==> src/rtl/rx_burst_sequencer.sv <==
// Burst receive sequencer: confirms a multi-phase packet detection, opens a
// fixed-length capture window, then blanks detections for a holdoff period.
module rx_burst_sequencer #(
  parameter int PHASES = 16,
  parameter int CNT_W  = 16,
  parameter int CONF_W = 4,
  localparam int PH_W  = (PHASES > 1) ? $clog2(PHASES) : 1
) (
  input  logic              clk_i,
  input  logic              rst_ni,
  input  logic              enable_i,
  input  logic [PHASES-1:0] detection_i,
  input  logic [CONF_W-1:0] confirm_len_i,
  input  logic [CNT_W-1:0]  capture_len_i,
  input  logic [CNT_W-1:0]  holdoff_len_i,
  output logic              capture_en_o,
  output logic              frame_start_o,
  output logic [PH_W-1:0]   start_phase_o,
  output logic [CNT_W-1:0]  frame_cnt_o,
  output logic              busy_o,
  output logic [2:0]        state_o
);

  typedef enum logic [2:0] {
    IDLE    = 3'd0,
    SEARCH  = 3'd1,
    CONFIRM = 3'd2,
    CAPTURE = 3'd3,
    HOLDOFF = 3'd4
  } state_t;

  state_t            state_q, state_d;
  logic [CNT_W-1:0]  cnt_q, cnt_d;
  logic [CNT_W-1:0]  cap_len_q, hold_len_q;
  logic [CONF_W-1:0] conf_q, conf_d;
  logic [CONF_W:0]   conf_inc;
  logic              start_frame;
  logic              det_any;

  // Lowest-index phase wins: one-hot of the first set bit, then encode.
  logic [PHASES-1:0] lower_any, first_hit;
  logic [PH_W-1:0]   phase_idx;

  genvar g;
  generate
    for (g = 0; g < PHASES; g++) begin : g_first
      if (g == 0) begin : g_lsb
        assign lower_any[g] = 1'b0;
      end else begin : g_up
        assign lower_any[g] = lower_any[g-1] | detection_i[g-1];
      end
      assign first_hit[g] = detection_i[g] & ~lower_any[g];
    end
  endgenerate

  always_comb begin
    phase_idx = '0;
    for (int i = 0; i < PHASES; i++)
      if (first_hit[i]) phase_idx = phase_idx | PH_W'(i);
  end

  assign det_any  = |detection_i;
  assign conf_inc = {1'b0, conf_q} + {{CONF_W{1'b0}}, 1'b1};

  always_comb begin
    state_d     = state_q;
    cnt_d       = cnt_q;
    conf_d      = conf_q;
    start_frame = 1'b0;
    if (!enable_i) begin
      state_d = IDLE;
      cnt_d   = '0;
      conf_d  = '0;
    end else begin
      case (state_q)
        IDLE: state_d = SEARCH;
        SEARCH: begin
          if (det_any) begin
            if (confirm_len_i <= CONF_W'(1)) begin
              start_frame = 1'b1;
            end else begin
              state_d = CONFIRM;
              conf_d  = CONF_W'(1);
            end
          end
        end
        CONFIRM: begin
          if (det_any) begin
            if (conf_inc >= {1'b0, confirm_len_i}) start_frame = 1'b1;
            else conf_d = conf_inc[CONF_W-1:0];
          end else begin
            state_d = SEARCH;
            conf_d  = '0;
          end
        end
        // cnt_q is 1 on the first window cycle, so a zero length still gives one cycle.
        CAPTURE: begin
          if (cnt_q >= cap_len_q) begin
            if (hold_len_q == '0) begin
              state_d = SEARCH;
              cnt_d   = '0;
            end else begin
              state_d = HOLDOFF;
              cnt_d   = CNT_W'(1);
            end
          end else begin
            cnt_d = cnt_q + CNT_W'(1);
          end
        end
        HOLDOFF: begin
          if (cnt_q >= hold_len_q) begin
            state_d = SEARCH;
            cnt_d   = '0;
          end else begin
            cnt_d = cnt_q + CNT_W'(1);
          end
        end
        default: state_d = IDLE;
      endcase
      if (start_frame) begin
        state_d = CAPTURE;
        cnt_d   = CNT_W'(1);
        conf_d  = '0;
      end
    end
  end

  // Outputs are registered from the next state so they line up with state_o.
  always_ff @(posedge clk_i or negedge rst_ni) begin
    if (!rst_ni) begin
      state_q       <= IDLE;
      cnt_q         <= '0;
      conf_q        <= '0;
      cap_len_q     <= '0;
      hold_len_q    <= '0;
      capture_en_o  <= 1'b0;
      frame_start_o <= 1'b0;
      start_phase_o <= '0;
      frame_cnt_o   <= '0;
      busy_o        <= 1'b0;
      state_o       <= 3'd0;
    end else begin
      state_q       <= state_d;
      cnt_q         <= cnt_d;
      conf_q        <= conf_d;
      capture_en_o  <= (state_d == CAPTURE);
      frame_start_o <= start_frame;
      busy_o        <= (state_d == CONFIRM) || (state_d == CAPTURE) || (state_d == HOLDOFF);
      state_o       <= state_d;
      if (start_frame) begin
        cap_len_q     <= capture_len_i;
        hold_len_q    <= holdoff_len_i;
        start_phase_o <= phase_idx;
        frame_cnt_o   <= frame_cnt_o + CNT_W'(1);
      end
    end
  end

endmodule

==> config.mk <==
export PLATFORM = sky130hd
export DESIGN_NAME = rx_burst_sequencer
export DESIGN_NICKNAME = d
export VERILOG_FILES = /design/src/rtl/rx_burst_sequencer.sv
export SDC_FILE = /design/constraint.sdc
export NUM_CORES = 1
export LEC_CHECK = 0
export ABC_CLOCK_PERIOD_IN_PS = 2500
export BUFFER_PORTS_ARGS = -buffer_cell sky130_fd_sc_hd__clkbuf_2
export CORE_MARGIN = 4
export CORE_UTILIZATION = 30
export CTS_BUF_LIST = sky130_fd_sc_hd__clkbuf_16
export DETAILED_ROUTE_END_ITERATION = 10
export SETUP_SLACK_MARGIN = 0.15
export SYNTH_ARGS = -nofsm -noshare
export SYNTH_HDL_FRONTEND = slang
export SYNTH_SLANG_ARGS = --single-unit
==> constraint.sdc <==
create_clock -name clk_i -period 2.5 [get_ports clk_i]
set_clock_uncertainty 0.15 [all_clocks]
set_input_delay 0.5 -clock clk_i [delete_from_list [all_inputs] [get_ports clk_i]]
set_output_delay 0.5 -clock clk_i [all_outputs]
set_load 0.03 [all_outputs]
### Word level (Yosys, flattened, before mapping)

Index checks and enable logic that the tools add are counted.

* flip-flop bits (word level): 78
* input bits: 55
* output and inout port bits: 26
* word-level logic and storage cells: 123

* add/subtract/negate cells: 3
* magnitude comparators: 4
* equality and inequality tests: 12
* mux-type cells: 44
* bitwise gates (word level): 44
* reduce and logical (&&, ||, !) cells: 6

Operators by type and width (number)
* $mux W16: 4
* $mux W4: 14
* $mux W3: 12
* $add A16 B1 Y16 const B: 2
* $ge A16 B16 Y1: 2
* $pmux W16 S2: 1
* $logic_not A16 Y1: 1
* $reduce_or A16 Y1: 1
* $and A1 B1 Y1: 15
* $not A1 Y1: 15
* $pmux W3 S5: 1
* $or A1 B1 Y1: 14
* $eq A3 B2 Y1 const B: 4
* $mux W1: 8
* $ne A4 B1 Y1 const B: 2
* $ne A4 B4 Y1 const B: 2
* $pmux W4 S2: 1
* $eq A3 B3 Y1 const B: 2
* $add A4 B1 Y5 const B: 1
* $ge A5 B4 Y1: 1
* $ne A5 B5 Y1 const B: 1
* $le A4 B1 Y1 const B: 1
* $mux W2: 2
* $reduce_and A4 Y1: 1
* other kinds (4): 5

### Logic depth before layout (Yosys ltp)

* depth in word-level cells: 17
* mapped depth: 12
* gate-level depth less buffers: 10

### Worst setup path after synthesis

No wires, ideal clock.

* path kind: flip-flop to flip-flop
* start: register conf_q[0]
* end: register cap_len_q[0]
* setup time: 0.128 ns
* arrival: 2.408 ns
* data required time: 2.222 ns
* path slack: -0.186 ns
* cell stages (with the launch flop): 11
* path buffers: 1
* clock period less this slack: 2.686 ns
* cell sequence: dfrtp_1 ha_1 xor2_1 ha_1 a21oi_1 o21ai_1 a41o_1 o211ai_2 inv_2 buf_2 mux2_1

* longest elaborated chain between the ends: 7

RTL lines
* from (decl): line 35 `logic [CONF_W-1:0] conf_q, conf_d;`
* from (signal assigned): line 145 `conf_q <= conf_d;`
* $add A4 B1 Y5: line 63 `assign conf_inc = {1'b0, conf_q} + {{CONF_W{1'b0}}, 1'b1};`
* $ge A5 B4 Y1: line 89 `if (conf_inc >= {1'b0, confirm_len_i}) start_frame = 1'b1;`
* $mux W1: line 89
* $mux W1: line 88 `if (det_any) begin`
* $pmux W1 S2: line 75 `case (state_q)`
* $mux W1 (2 in a row): line 70 `if (!enable_i) begin`
* to (signal assigned): line 151 `cap_len_q <= capture_len_i;`
* to (decl): line 34 `logic [CNT_W-1:0] cap_len_q, hold_len_q;`

No other way between the ends. The select of a mux whose other input is x is not followed.
A chain may end at the register's enable or synchronous reset.

### Final worst setup path

* start: register conf_q[1]
* end: register frame_cnt_o[1]

* longest elaborated chain between the ends: 7

RTL lines
* $add A4 B1 Y5: line 63
* $ge A5 B4 Y1: line 89
* $mux W1: line 89
* $mux W1: line 88
* $pmux W1 S2: line 75
* $mux W1 (2 in a row): line 70
* to (signal assigned): line 154 `frame_cnt_o <= frame_cnt_o + CNT_W'(1);`
* to (decl): line 19 `output logic [CNT_W-1:0] frame_cnt_o,`

No other way between the ends. The select of a mux whose other input is x is not followed.

==> results.toml <==
[synthesis]
yosys.area.top_type = "dfrtp_1"
yosysWarnings = 0
synthArstFlopShare = 1.000
synthFlopType = "dfrtp_1"
synth_area_leaders = "dfrtp_1 42%, ha_1 11%, nand2_1 5.3%"
synth_fp_nets = 616
ys_seq_area_frac = 0.4211
synthTopCellsByCount = "78 x dfrtp_1, 65 x nand2_1, 44 x inv_1, 40 x o21ai_1, 39 x ha_1"
synth_edf_count = 0
yosys.cell_types.count = 53
syn_area_per_cell_um2 = 8.881
ys_seq_elements = 78
yosysMostFrequentCell = "dfrtp_1"
syn_inst = 522
synth_top_area_share = 0.4211
synth_area_mm2 = 0.004636

[worst_setup_path]
crit_required_ns = 2.57
cp_cell_sequence = "buf_6 > nand3_4 > xnor2_2 > ha_2 > a31oi_4 > nor2_1 > a41o_1 > o211ai_4 > inv_4 > buf_12 > mux2_4"
path_max_fanout = 8
rrSetupSlack_ns = -0.07
rr_worst_depth = 11
endpoint = "frame_cnt_o[1]$_DFFE_PN0P_"
endpoint_kind = "flop"
slowest_delay_ns = 0.41
critPathSlowestCell = "dfrtp_1"
crit_path_start = "conf_q[1]$_DFFE_PN0P_"
worstReg2RegStart = "conf_q[1]$_DFFE_PN0P_"
critPathArrivalTime_ns = 2.64
setup.worst_path.start_class = "flop"
rr_endpoint = "frame_cnt_o[1]$_DFFE_PN0P_"
path_class = "reg2reg"

[sta]
slew_violations = 0
period_share = 1.030
fmax_mhz = 388.4
slew_headroom = 0.5101
setup_slack_ns = -0.07437
setup_viol = 39
setup_tns_ns = -1.214
rsz0062_at_grt = "true"
hold_viol_final = 1
holdWs_ns = -0.002753
timing_worst_slew_pin_value_ns = 0.7281
min_period_ns = 2.574

[placement]
hpwl_um = 9939
globalplace.congestion = 0.8811
pre_cts_slack_ns = -0.3415
port_buffers = 80
place_inst = 819

[grt]
grt_pass1_vias = 4261
grt_max_degree = 41
grt_first_pass_wirelength_um = 21620
antenna_found_initial = 0
grt.total_usage = 0.1524
grt_overflow_total = 0

[detailed_routing]
vias_per_cell = 5.183
ant_nets = 0
wl_per_cell_um = 16.22
drc = 0
via_count = 4426
drt-total-wl_um = 13850
firstDrtPassIters = 5
drtIter0Drc = 299

[die]
die_x_um = 132.3
fp.dieH_um = 132.3
start_util = 0.3061
pin_count = 81
coreArea_mm2 = 0.01515
row_count = 45
die-area_mm2 = 0.01750

[clock_tree]
cts_root_buffer = "clkbuf_16"
clock-sinks = 78
cts_tree = "yes"
insertion_delay_ns = 0.34
cts.hold.buffers_added = 0
clk_pin_slew_ns = 0.06
cts_buffers = 9
clk_path_buf_depth = 2
cts_max_level = 3

[cells_and_area]
stdcell_count = 854
syn_to_final_growth_pct = 44.02
seq_area_mm2 = 0.001954
fillers = 1414
layout-drive-gt1-share = 0.3694
nets = 755
diodes = 0
multiInputGateArea_mm2 = 0.002963
postLayoutCoreUtil = 0.4408

[power]
powerDensity_mw_per_mm2 = 754.1
leakage_uw = 0.003297
peakVddDrop_uv = 341.8

[hold_path]
hp-class = "in2async"

[status]
status = "finished, violations left"
violations = "hold timing, setup timing"

[run]
drv_cap = 0
[where the power goes]
group	switching [uW]	leakage (uW)	internal [uW]	total, uW
clock network	507	0.000159	860	1370
registers	223	0.000998	1610	1830
logic	1050	0.00214	787	1840
total	1780	0.00330	3250	5030
[layer usage]
| layer | GRT usage | up-vias | wire (um) |
|---|---|---|---|
| li1 | - | 2139 | - |
| met1 | 0.1984 | 2151 | 6129 |
| met2 | 0.2577 | 113 | 6810 |
| met3 | 0.02977 | 23 | 638 |
| met4 | 0.04503 | 0 | 276 |
| met5 | 0 | - | 0 |
[registers in the layout, indices dropped and copies added, names as in the netlist, 3 cells and up]
register / cells
conf_q: 4
cnt_q: 16
cap_len_q: 16
state_q: 3
frame_cnt_o: 16
start_phase_o: 4
hold_len_q: 16
[per-stage QoR]
step / area [um2] / power [uW]
3_5_place_dp: 5604 / 3309
5_1_grt: 6676 / 5372
2_1_floorplan: 4661 / 2752
4_1_cts: 6168 / 4816
6_report: 6676 / 5035
3_3_place_gp: 5604 / 3230
[cells by family (layout without fill, tap and decap cells)]
group                      Yosys count  count (layout)  synth area share
xor gates and xnor gates            17              17           0.03212
buffers and inverters               59             203           0.05209
adders and majority gates           39              39            0.1053
DFF                                 78              78            0.4211
muxes                                4               4          0.009446
AOI/OAI and AO/OA                  124             124            0.1668
and+or+nand+nor                    201             201            0.2132
[cell type report]
| type | count | share of cell area |
|---|---|---|
| Timing Repair Buffer | 142 | 0.1567 |
| Sequential cell | 78 | 0.2927 |
| Inverter | 45 | 0.02567 |
| Clock inverter | 7 | 0.01218 |
| Tap cell | 188 | 0.03523 |
| Multi-Input combinational cell | 385 | 0.4438 |
| Clock buffer | 9 | 0.03373 |
[critical path, delay by kind of cell (launching register included)]
| family | cells | cell delay (ns) |
|---|---|---|
| xor+xnor | 1 | 0.17 |
| fa+ha+maj | 1 | 0.21 |
| flops | 1 | 0.41 |
| buf+inv | 3 | 0.41 |
| simple gates | 2 | 0.14 |
| compound gates | 3 | 0.67 |
| mux | 1 | 0.30 |
[placed cells by master, fill, tap and decap left out, drive strengths merged, types with 6 or more instances in the layout]
cell / count
a21oi: 18
and2: 7
buf: 60
clkbuf: 91
dfrtp: 78
ha: 39
inv: 47
nand2: 65
nand3: 31
nand4: 10
nor2: 29
nor2b: 10
nor3: 13
nor4: 17
o211ai: 6
o21ai: 55
o22ai: 10
xnor2: 9
xor2: 8
[how the worst min path moves through the flow]
stage | end | slack, ns | depth (start not counted)
after floorplan | busy_o$_DFF_PN0_ | 0.05 | 0
after global placement | frame_cnt_o[15]$_DFFE_PN0P_ | 0.32 | 1
after detailed placement | frame_cnt_o[15]$_DFFE_PN0P_ | 0.32 | 1
after CTS | frame_cnt_o[12]$_DFFE_PN0P_ | 0.02 | 1
after global routing | frame_cnt_o[12]$_DFFE_PN0P_ | 0.03 | 1
final | frame_cnt_o[12]$_DFFE_PN0P_ | -0.003 | 1
[timing repair]
item,4_1_cts,5_1_grt
pin swaps,9,41
endpoints found under the setup margin,72,78
cloned,1,3
gates resized for setup,37,83
setup buffers,7,8
Note: power is estimated with default switching activity, not from simulation.
